==> src/rtl/mprj_pad_pkg.sv <==
// ---------------------------------------------------------------------------
// | Module   : mprj_pad_pkg                                                 |
// | Desc     : Shared state encoding and pad-safe constants for pad control |
// | Revision : 1.0                                                          |
// ---------------------------------------------------------------------------
`default_nettype none

package mprj_pad_pkg;

  typedef enum logic [1:0] {
    SETTLE  = 2'd0,
    STAGGER = 2'd1,
    RUN     = 2'd2
  } pad_state_t;

  localparam logic PAD_OEN_SAFE = 1'b1;
  localparam logic PAD_REN_SAFE = 1'b0;

  function automatic int num_groups(input int n, input int g);
    return (n + g - 1) / g;
  endfunction

endpackage

`default_nettype wire

==> src/rtl/mprj_pad_seq_ctrl_pad_in_sync.sv <==
// ---------------------------------------------------------------------------
// | Module   : pad_in_sync                                                  |
// | Desc     : Multi-bit, multi-stage async-reset input synchroniser        |
// | Revision : 1.0                                                          |
// ---------------------------------------------------------------------------
`default_nettype none

module pad_in_sync #(
  parameter int WIDTH  = 1,
  parameter int STAGES = 2
) (
  input  logic             clk,
  input  logic             rst,
  input  logic [WIDTH-1:0] i_d,
  output logic [WIDTH-1:0] o_q
);

  logic [STAGES-1:0][WIDTH-1:0] r_sync;

  always_ff @(posedge clk or posedge rst) begin
    if (rst) begin
      r_sync <= '0;
    end else begin
      r_sync[0] <= i_d;
      for (int s = 1; s < STAGES; s++) begin
        r_sync[s] <= r_sync[s-1];
      end
    end
  end

  assign o_q = r_sync[STAGES-1];

endmodule

`default_nettype wire

==> src/rtl/mprj_pad_seq_ctrl.sv <==
// ---------------------------------------------------------------------------
// | Module   : mprj_pad_seq_ctrl                                            |
// | Desc     : Pad ring sequencer: safe hold, pull apply, staggered OEN     |
// | Revision : 1.0                                                          |
// ---------------------------------------------------------------------------
`default_nettype none

module mprj_pad_seq_ctrl
  import mprj_pad_pkg::*;
#(
  parameter int                  NUM_PADS     = 38,
  parameter int                  GROUP_SIZE   = 4,
  parameter int                  SETTLE_CYC   = 16,
  parameter int                  STAGGER_CYC  = 8,
  parameter int                  SYNC_STAGES  = 2,
  parameter logic [NUM_PADS-1:0] DEFAULT_DIR  = {NUM_PADS{1'b0}},
  parameter logic [NUM_PADS-1:0] DEFAULT_PULL = {NUM_PADS{1'b1}}
) (
  input  logic                                         wb_clk_i,
  input  logic                                         wb_rst_i,
  input  logic                                         cfg_we,
  input  logic [((NUM_PADS > 1) ? $clog2(NUM_PADS) : 1)-1:0] cfg_idx,
  input  logic                                         cfg_dir,
  input  logic                                         cfg_pull,
  input  logic                                         cfg_reseq,
  input  logic [NUM_PADS-1:0]                          core_out,
  output logic [NUM_PADS-1:0]                          core_in,
  output logic [NUM_PADS-1:0]                          pad_out,
  input  logic [NUM_PADS-1:0]                          pad_in,
  output logic [NUM_PADS-1:0]                          pad_oen,
  output logic [NUM_PADS-1:0]                          pad_ren,
  output logic                                         ready
);

  localparam int NUM_GROUPS = num_groups(NUM_PADS, GROUP_SIZE);
  localparam int MAX_CYC    = (SETTLE_CYC > STAGGER_CYC) ? SETTLE_CYC : STAGGER_CYC;
  localparam int CNT_W      = $clog2(MAX_CYC + 1);
  localparam int GRP_W      = $clog2(NUM_GROUPS + 1);

  pad_state_t          r_state;
  logic [CNT_W-1:0]    r_cnt;
  logic [GRP_W-1:0]    r_grp;
  logic [NUM_PADS-1:0] r_pad_oen;
  logic [NUM_PADS-1:0] r_pad_ren;
  logic [NUM_PADS-1:0] r_pad_out;
  logic [NUM_PADS-1:0] r_cfg_dir;
  logic [NUM_PADS-1:0] r_cfg_pull;
  logic                r_ready;

  logic                w_wr_hit;
  logic [NUM_PADS-1:0] w_dir_nxt;
  logic [NUM_PADS-1:0] w_pull_nxt;
  logic [NUM_PADS-1:0] w_released;

  assign w_wr_hit = cfg_we && (int'(cfg_idx) < NUM_PADS);

  // Config as it will stand after this edge, so a release coinciding with a write sees it
  always_comb begin
    w_dir_nxt  = r_cfg_dir;
    w_pull_nxt = r_cfg_pull;
    if (w_wr_hit) begin
      w_dir_nxt[cfg_idx]  = cfg_dir;
      w_pull_nxt[cfg_idx] = cfg_pull;
    end
  end

  genvar gi;
  generate
    for (gi = 0; gi < NUM_PADS; gi++) begin : g_rel
      localparam int GRP_OF = gi / GROUP_SIZE;
      assign w_released[gi] = (r_state == RUN) ||
                              ((r_state == STAGGER) &&
                               ((GRP_OF < int'(r_grp)) ||
                                ((GRP_OF == int'(r_grp)) && (r_cnt != '0))));
    end
  endgenerate

  always_ff @(posedge wb_clk_i or posedge wb_rst_i) begin
    if (wb_rst_i) begin
      r_state    <= SETTLE;
      r_cnt      <= '0;
      r_grp      <= '0;
      r_pad_oen  <= {NUM_PADS{PAD_OEN_SAFE}};
      r_pad_ren  <= {NUM_PADS{PAD_REN_SAFE}};
      r_pad_out  <= '0;
      r_ready    <= 1'b0;
      r_cfg_dir  <= DEFAULT_DIR;
      r_cfg_pull <= DEFAULT_PULL;
    end else begin
      r_pad_out  <= core_out;
      r_cfg_dir  <= w_dir_nxt;
      r_cfg_pull <= w_pull_nxt;
      if (cfg_reseq) begin
        r_state   <= SETTLE;
        r_cnt     <= '0;
        r_grp     <= '0;
        r_pad_oen <= {NUM_PADS{PAD_OEN_SAFE}};
        r_pad_ren <= {NUM_PADS{PAD_REN_SAFE}};
        r_ready   <= 1'b0;
      end else begin
        if (w_wr_hit && w_released[cfg_idx]) begin
          r_pad_oen[cfg_idx] <= ~cfg_dir;
          r_pad_ren[cfg_idx] <= ~cfg_pull;
        end
        case (r_state)
          SETTLE: begin
            if (r_cnt == CNT_W'(SETTLE_CYC - 1)) begin
              r_pad_ren <= ~w_pull_nxt;
              r_state   <= STAGGER;
              r_cnt     <= '0;
              r_grp     <= '0;
            end else begin
              r_cnt <= r_cnt + 1'b1;
            end
          end
          STAGGER: begin
            // grp == NUM_GROUPS marks the end of the last group's interval
            if (r_grp == GRP_W'(NUM_GROUPS)) begin
              r_state <= RUN;
              r_ready <= 1'b1;
              r_cnt   <= '0;
            end else begin
              if (r_cnt == '0) begin
                for (int i = 0; i < NUM_PADS; i++) begin
                  if ((i / GROUP_SIZE) == int'(r_grp)) begin
                    r_pad_oen[i] <= ~w_dir_nxt[i];
                    r_pad_ren[i] <= ~w_pull_nxt[i];
                  end
                end
              end
              if (r_cnt == CNT_W'(STAGGER_CYC - 1)) begin
                r_cnt <= '0;
                r_grp <= r_grp + 1'b1;
              end else begin
                r_cnt <= r_cnt + 1'b1;
              end
            end
          end
          RUN: begin
          end
          default: r_state <= SETTLE;
        endcase
      end
    end
  end

  pad_in_sync #(
    .WIDTH  (NUM_PADS),
    .STAGES (SYNC_STAGES)
  ) u_pad_in_sync (
    .clk (wb_clk_i),
    .rst (wb_rst_i),
    .i_d (pad_in),
    .o_q (core_in)
  );

  assign pad_oen = r_pad_oen;
  assign pad_ren = r_pad_ren;
  assign pad_out = r_pad_out;
  assign ready   = r_ready;

endmodule

`default_nettype wire

==> config.mk <==
export PLATFORM = sky130hd
export DESIGN_NAME = mprj_pad_seq_ctrl
export DESIGN_NICKNAME = d
export VERILOG_FILES = /design/src/rtl/mprj_pad_pkg.sv /design/src/rtl/mprj_pad_seq_ctrl_pad_in_sync.sv /design/src/rtl/mprj_pad_seq_ctrl.sv
export SDC_FILE = /design/constraint.sdc
export NUM_CORES = 1
export LEC_CHECK = 0
export CORE_UTILIZATION = 54
export CTS_CLUSTER_DIAMETER = 60
export DETAILED_ROUTE_END_ITERATION = 6
export DONT_BUFFER_PORTS = 1
export PLACE_DENSITY = 0.74
export SLEW_MARGIN = 10
export SYNTH_ARGS = -nofsm -noshare
export SYNTH_HDL_FRONTEND = slang
export SYNTH_HIERARCHICAL = 1
export SYNTH_SLANG_ARGS = --single-unit
==> constraint.sdc <==
create_clock -name wb_clk_i -period 7.48 [get_ports wb_clk_i]
set_clock_uncertainty 0.05 [all_clocks]
set_input_delay 1.496 -clock wb_clk_i [delete_from_list [all_inputs] [get_ports wb_clk_i]]
set_output_delay 1.496 -clock wb_clk_i [all_outputs]
set_load 0.005 [all_outputs]
* Word level (Yosys, flattened, before mapping)
Cells that the tools add are included.
W data, S select, Z words.
** Operators by class
- $add $sub $neg :: 2
- Order comparisons :: 13
- Eq/ne operators :: 19
- Multiplexer cells :: 114
- Bitwise logic cells :: 79
- Reductions and logical operators :: 53
** Operator list (number)
- $mux W38 :: 12
- $bwmux W38 :: 4
- $mux W1 :: 81
- $not A1 Y1 :: 78
- $pmux W38 S2 :: 1
- $not A38 Y38 :: 1
- $eq A4 B4 Y1 const A :: 6
- $logic_and A1 B1 Y1 :: 23
- $logic_or A1 B1 Y1 :: 20
- $mux W5 :: 4
- $lt A3 B4 Y1 const A :: 4
- $mux W4 :: 4
- $pmux W5 S2 :: 1
- $eq A3 B4 Y1 const A :: 2
- $lt A1 B4 Y1 const A :: 2
- $lt A2 B4 Y1 const A :: 2
- $lt A4 B4 Y1 const A :: 2
- $pmux W4 S2 :: 1
- $lt A6 B7 Y1 const B :: 1
- $bmux W1 S6 :: 1
- $demux W1 S6 :: 1
- $ge A6 B1 Y1 const B :: 1
- $lt A6 B6 Y1 const B :: 1
- $mux W2 :: 3
- 21 further kinds :: 24
** Word-level totals
- Bits in registers :: 278
- Bits of input ports :: 88
- Output and inout port bits :: 153
- Logic and storage cells :: 291

* Logic depth before layout (Yosys ltp)
- Depth after elaboration :: 14
- Depth in mapped cells :: 10
- Depth with buffers taken out :: 10

* Cells and area by module
The synthesis kept the hierarchy.
** By module, submodules not included
- mprj_pad_seq_ctrl :: times used 1, cells an instance 862, area each 9320.2 um^2, seq. area each 5149.9 um^2
- pad_in_sync :: times used 1, cells an instance 115, area each 2190.9 um^2, seq. area each 1901.8 um^2

* Least setup slack after synthesis
OpenSTA, ideal clock, no wires.
- Path kind :: input port to flip-flop
- From :: input cfg_idx[4] in the netlist's numbering
- To :: register r_pad_ren[35], in the netlist pad_ren[35]
- Library setup time :: 126 ps
- Arrival :: 3175 ps
- Data required time :: 7304 ps
- Path slack :: 4129 ps
- Stages :: 8
- Buffers on the path :: 2
- Path through :: clkbuf_1 nor2_1 and4_1 buf_2 o21ai_0 nor3b_2 or3b_2 o311a_1
** On the way
- Word-level cells in the longest chain between the ends :: 12
- Elaborated cells on any way between the ends :: 22
- Classes of those cells :: order compare: 3; mux: 14; bitwise: 2; reduce/logical: 3
** Ends and longest elaborated chain
- from (decl) :: RTL line mprj_pad_seq_ctrl.sv:22 : input logic [((NUM_PADS > 1) ? $clog2(NUM_PADS) : 1)-1:0] cfg_idx,
- $lt A6 B7 Y1 (not written as such) / $ge A6 B1 Y1 (equally long branches) :: RTL line mprj_pad_seq_ctrl.sv:63, mprj_pad_seq_ctrl.sv:103
- $logic_and A1 B1 Y1 (not written as such) :: RTL line mprj_pad_seq_ctrl.sv:63, mprj_pad_seq_ctrl.sv:103
- $mux W1 (not written as such) :: RTL line mprj_pad_seq_ctrl.sv:63, mprj_pad_seq_ctrl.sv:103
- $demux W1 S6 :: RTL line mprj_pad_seq_ctrl.sv:63, mprj_pad_seq_ctrl.sv:103
- $bwmux W38 :: RTL line mprj_pad_seq_ctrl.sv:63 : w_pull_nxt[cfg_idx] = cfg_pull;
- $mux W38 :: RTL line mprj_pad_seq_ctrl.sv:61 : if (w_wr_hit) begin
- $not A1 Y1 :: RTL line mprj_pad_seq_ctrl.sv:127 : r_pad_ren[i] <= ~w_pull_nxt[i];
- $mux W1 :: RTL line mprj_pad_seq_ctrl.sv:125 : if ((i / GROUP_SIZE) == int'(r_grp)) begin
- $mux W38 :: RTL line mprj_pad_seq_ctrl.sv:123 : if (r_cnt == '0) begin
- $mux W38 :: RTL line mprj_pad_seq_ctrl.sv:118 : if (r_grp == GRP_W'(NUM_GROUPS)) begin
- $pmux W38 S2 (*) :: RTL line mprj_pad_seq_ctrl.sv:105 : case (r_state)
- $mux W38 (*) :: RTL line mprj_pad_seq_ctrl.sv:93 : if (cfg_reseq) begin
- to (signal assigned) :: RTL line mprj_pad_seq_ctrl.sv:98 : r_pad_ren <= {NUM_PADS{PAD_REN_SAFE}};
- to (signal assigned) :: RTL line mprj_pad_seq_ctrl.sv:108 : r_pad_ren <= ~w_pull_nxt;
- to (signal, indexed assignment) :: RTL line mprj_pad_seq_ctrl.sv:127
- to (decl) :: RTL line mprj_pad_seq_ctrl.sv:44 : logic [NUM_PADS-1:0] r_pad_ren;
Mark *: on every way between the ends. The rest lies on a longest branch, timed or not. The select of a mux whose other input is x is not followed.
A chain may end at the register's enable or synchronous reset.

* Worst setup path in the final report
- From :: input cfg_idx[1] in the netlist's numbering
- To :: register r_pad_ren[28], in the netlist pad_ren[28]
** On the way
- Word-level cells in the longest chain between the ends :: 12
- Elaborated cells on any way between the ends :: 22
- Classes of those cells :: order compare: 3; mux: 14; bitwise: 2; reduce/logical: 3
** Ends and longest elaborated chain
- $lt A6 B7 Y1 (not written as such) / $ge A6 B1 Y1 (equally long branches) :: RTL line mprj_pad_seq_ctrl.sv:63
- $logic_and A1 B1 Y1 (not written as such) :: RTL line mprj_pad_seq_ctrl.sv:63
- $mux W1 (not written as such) :: RTL line mprj_pad_seq_ctrl.sv:63
- $demux W1 S6 :: RTL line mprj_pad_seq_ctrl.sv:63
- $bwmux W38 :: RTL line mprj_pad_seq_ctrl.sv:63
- $mux W38 (*) :: RTL line mprj_pad_seq_ctrl.sv:61
- net w_pull_nxt[28] :: RTL line mprj_pad_seq_ctrl.sv:52 : logic [NUM_PADS-1:0] w_pull_nxt;
- $not A1 Y1 :: RTL line mprj_pad_seq_ctrl.sv:127
- $mux W1 :: RTL line mprj_pad_seq_ctrl.sv:125
- $mux W38 :: RTL line mprj_pad_seq_ctrl.sv:123
- $mux W38 :: RTL line mprj_pad_seq_ctrl.sv:118
- $pmux W38 S2 (*) :: RTL line mprj_pad_seq_ctrl.sv:105
- $mux W38 (*) :: RTL line mprj_pad_seq_ctrl.sv:93
The timed path passes the listed nets; every way through them passes the cells marked *. The select of a mux whose other input is x is not followed.

==> results.sh <==
export IMPL_status="finished, final reports clean"
export IMPL_rows=53
export IMPL_slew_headroom=0.187
export IMPL_grt_antenna_before_repair=0
export IMPL_rr_startpoint="r_cnt[0]"
export IMPL_setup_viol=0
export IMPL_max_stage_delay_ps=950
export IMPL_fillers=1669
export IMPL_tns_ps=0
export IMPL_syn_num_nets=1073
export IMPL_async_reset_ff_frac=1.00
export IMPL_port_buffers=0
export IMPL_path_cells="nor3b_1 -> nand2_1 -> mux2_2 -> a21o_1 -> a31oi_1"
export IMPL_clk_path_buf_depth=3
export IMPL_worst_path_buf_inv=0
export IMPL_power_frac_comb=0.051
export IMPL_crit_required_ps=7880
export IMPL_numCtsBuffers=28
export IMPL_drt_iter0_drc=681
export IMPL_wirelength_um=26400
export IMPL_fmax_mhz=316
export IMPL_crit_end="pad_ren[28]"
export IMPL_yosysWarnings=6
export IMPL_start_kind="primary input"
export IMPL_grt_pass1_vias=7270
export IMPL_avgSynthCellArea_um2=11.8
export IMPL_ys_seq_elements=278
export IMPL_crit_fanout=9
export IMPL_worstRegToRegCells=10
export IMPL_antenna_cells=0
export IMPL_crit_path_start="cfg_idx[1]"
export IMPL_cts_sinks=278
export IMPL_p_int_mw=2.57
export IMPL_instances_no_fill=1219
export IMPL_tightest_slew_ps=1220
export IMPL_route_detailed_drc=0
export IMPL_fin_crit_sh=0.423
export IMPL_cts_root_buf="clkbuf_16"
export IMPL_area_growth_pct=7.49
export IMPL_path_delay_family="simple AND/OR/NAND/NOR gates"
export IMPL_hold_path_class="reg2reg"
export IMPL_powerDensity_nw_per_um2=267
export IMPL_leakagePower_nw=5.12
export IMPL_cp_num_cells=5
export IMPL_maxCapViolations=0
export IMPL_grt_remaining_overflow=0
export IMPL_post_cts_repair_setup_buffers=0
export IMPL_grt_start_max_net_pins=129
export IMPL_io_pin_count=241
export IMPL_cts_tree="yes"
export IMPL_cp_data_arrival_time_ps=3570
export IMPL_reg2reg_to="pad_ren[5]"
export IMPL_rsz0062_at_grt="no"
export IMPL_switching_power_mw=0.727
export IMPL_slowest_stage="nor3b_1"
export IMPL_synth_edff_count=0
export IMPL_wl_per_cell_um=21.7
export IMPL_dr_pass1_iters=7
export IMPL_core_area_um2=21000
export IMPL_fin_nets=1018
export IMPL_track_usage=0.244
export IMPL_cts_repair_resized=0
export IMPL_syn_instance_count=977
export IMPL_finalCriticalPeriod_ps=3160
export IMPL_ir_worst_vdd_uv=164
export IMPL_cts_clk_slew_worst_paths_ps=60
export IMPL_initial_core_util=0.549
export IMPL_ys_seq_area_frac=0.613
export IMPL_worstSetupEndpointType="flop"
export IMPL_die_h_um=148
export IMPL_p_clk_frac=0.450
export IMPL_cts_hold_buf=0
export IMPL_htreeDepth=1
export IMPL_hpwlAfterDp_um=17600
export IMPL_sequentialPowerShare=0.499
export IMPL_drive_above_1_share=0.194
export IMPL_crit_type="in2reg"
export IMPL_die_area_um2=21900
export IMPL_p_sw_frac=0.220
export IMPL_place_gp_congestion=0.870
export IMPL_clk_latency_ps=550
export IMPL_dieWidth_um=148
export IMPL_finalHoldViolCount=0
export IMPL_grt_pass1_wl_um=41600
export IMPL_ant_nets=0
export IMPL_num_vias=7403
export IMPL_ys_flop_type="dfrtp_1"
export IMPL_dp_cells=1167
export IMPL_synth_distinct_cells=65
export IMPL_syn_area_um2=11500
export IMPL_via_per_inst=6.07
export IMPL_r2r_slack_ps=4380
export IMPL_slew_violations=0
[cell usage after synthesis, types with 8 or more instances]
master | n | share of area
a21o_1 | 12 | 0.0078
a21oi_1 | 25 | 0.011
a221oi_1 | 14 | 0.011
a31oi_1 | 32 | 0.017
buf_2 | 9 | 0.0039
buf_4 | 39 | 0.025
clkbuf_1 | 34 | 0.011
dfrtp_1 | 202 | 0.44
dfstp_2 | 76 | 0.17
ha_1 | 8 | 0.0087
inv_1 | 19 | 0.0062
mux2_2 | 37 | 0.036
mux2i_1 | 13 | 0.011
nand2_1 | 106 | 0.035
nand3b_1 | 14 | 0.0091
nor2_1 | 25 | 0.0082
nor2b_1 | 24 | 0.013
nor3_1 | 18 | 0.0078
o2111ai_1 | 11 | 0.0084
o211ai_1 | 20 | 0.013
o21ai_0 | 88 | 0.038
o31a_1 | 24 | 0.018
or3_1 | 24 | 0.013
[power groups by stage]
stage	logic, mW	clock network (mW)	registers [mW]
2_1_floorplan	0.164	0	1.66
3_3_place_gp	0.161	0	1.67
3_5_place_dp	0.167	0	1.67
4_1_cts	0.168	1.52	1.65
5_1_grt	0.189	1.58	1.65
6_report	0.167	1.49	1.65
[cell usage in the layout, fill, tap and decap left out, drive strengths merged, types with 3 or more instances in the layout]
| cell type | count |
|---|---|
| dfstp | 76 |
| bufinv | 4 |
| and2 | 7 |
| or3 | 24 |
| o31a | 24 |
| mux2i | 13 |
| o2111ai | 11 |
| and3 | 5 |
| clkbuf | 39 |
| nor4b | 3 |
| dfrtp | 202 |
| a21oi | 25 |
| mux2 | 37 |
| nand2b | 6 |
| nand3b | 14 |
| nor3b | 8 |
| nand3 | 7 |
| buf | 5 |
| a32oi | 3 |
| nand4 | 3 |
| nand2 | 106 |
| nor2b | 24 |
| a31oi | 32 |
| o211ai | 20 |
| o21a | 5 |
| nor2 | 27 |
| inv | 21 |
| a21o | 12 |
| nor3 | 18 |
| a221oi | 17 |
| clkinv | 5 |
| o31ai | 7 |
| and3b | 6 |
| o21ai | 88 |
| ha | 8 |
[per-stage QoR]
step | worst slack (ps) | util | power [mW] | cell area [um2] | hold WS, ps
after global routing | 4200 | 0.590 | 3.42 | 12400 | 302
after detailed placement | 3860 | 0.542 | 1.84 | 11400 | 285
final | 4320 | 0.590 | 3.30 | 12400 | 295
after global placement | 3920 | 0.542 | 1.83 | 11400 | 281
after floorplan | 549 | - | 1.82 | 11500 | 281
after CTS | 4400 | 0.590 | 3.33 | 12400 | 296
[per-layer routing]
layer / global-route usage / routed length, um / up-vias
met5: 0 / 0 / -
met2: 0.374 / 12300 / 316
met3: 0.0762 / 2710 / 51
li1: - / - / 3373
met1: 0.333 / 10700 / 3663
met4: 0.0778 / 684 / 0
[worst min path at each step]
stage / slack [ps] / to / cells past startpoint / startpoint
5_1_grt: 300 / u_pad_in_sync/o_q[5] / 0 / u_pad_in_sync/r_sync[5]
2_1_floorplan: 280 / u_pad_in_sync/o_q[0] / 0 / u_pad_in_sync/r_sync[0]
3_5_place_dp: 280 / u_pad_in_sync/o_q[10] / 0 / u_pad_in_sync/r_sync[10]
6_report: 290 / u_pad_in_sync/o_q[37] / 0 / u_pad_in_sync/r_sync[37]
4_1_cts: 300 / u_pad_in_sync/o_q[37] / 0 / u_pad_in_sync/r_sync[37]
3_3_place_gp: 280 / u_pad_in_sync/o_q[27] / 0 / u_pad_in_sync/r_sync[27]
[cells by family after synthesis]
kind of cell | after synthesis | synth area share
simple gates | 270 | 0.125
xor+xnor | 3 | 0.00228
mux | 50 | 0.0475
buf+inv | 109 | 0.0526
compound gates | 259 | 0.151
fa+ha+maj | 8 | 0.00870
flops | 278 | 0.613
[worst register-to-register path, delay by kind of cell, from the launching register on]
family,cells,cell delay [ps]
fa+ha+maj,2,370
simple gates,3,1200
flops,1,400
buf+inv,2,390
compound gates,3,580
[state kept, by name (all words and copies together) (netlist names)]
register and cells:
r_cfg_dir 38, r_cnt 5, pad_out 38, ready 1, pad_oen 38, u_pad_in_sync/o_q 38
r_state 2, r_grp 4, u_pad_in_sync/r_sync 38, r_cfg_pull 38, pad_ren 38
[area by class of cell]
cell class / instances / area, um2 / share of cell area
tap: 275 / 344 / 0.0278
clock buffer: 39 / 812 / 0.0656
timing repair buffer: 5 / 37.5 / 0.00303
clock inverter: 13 / 195 / 0.0158
multi-input combinational: 590 / 3850 / 0.311
sequential: 278 / 7050 / 0.570
inverter: 19 / 78.8 / 0.00637
(Power assumes the default switching activity.)
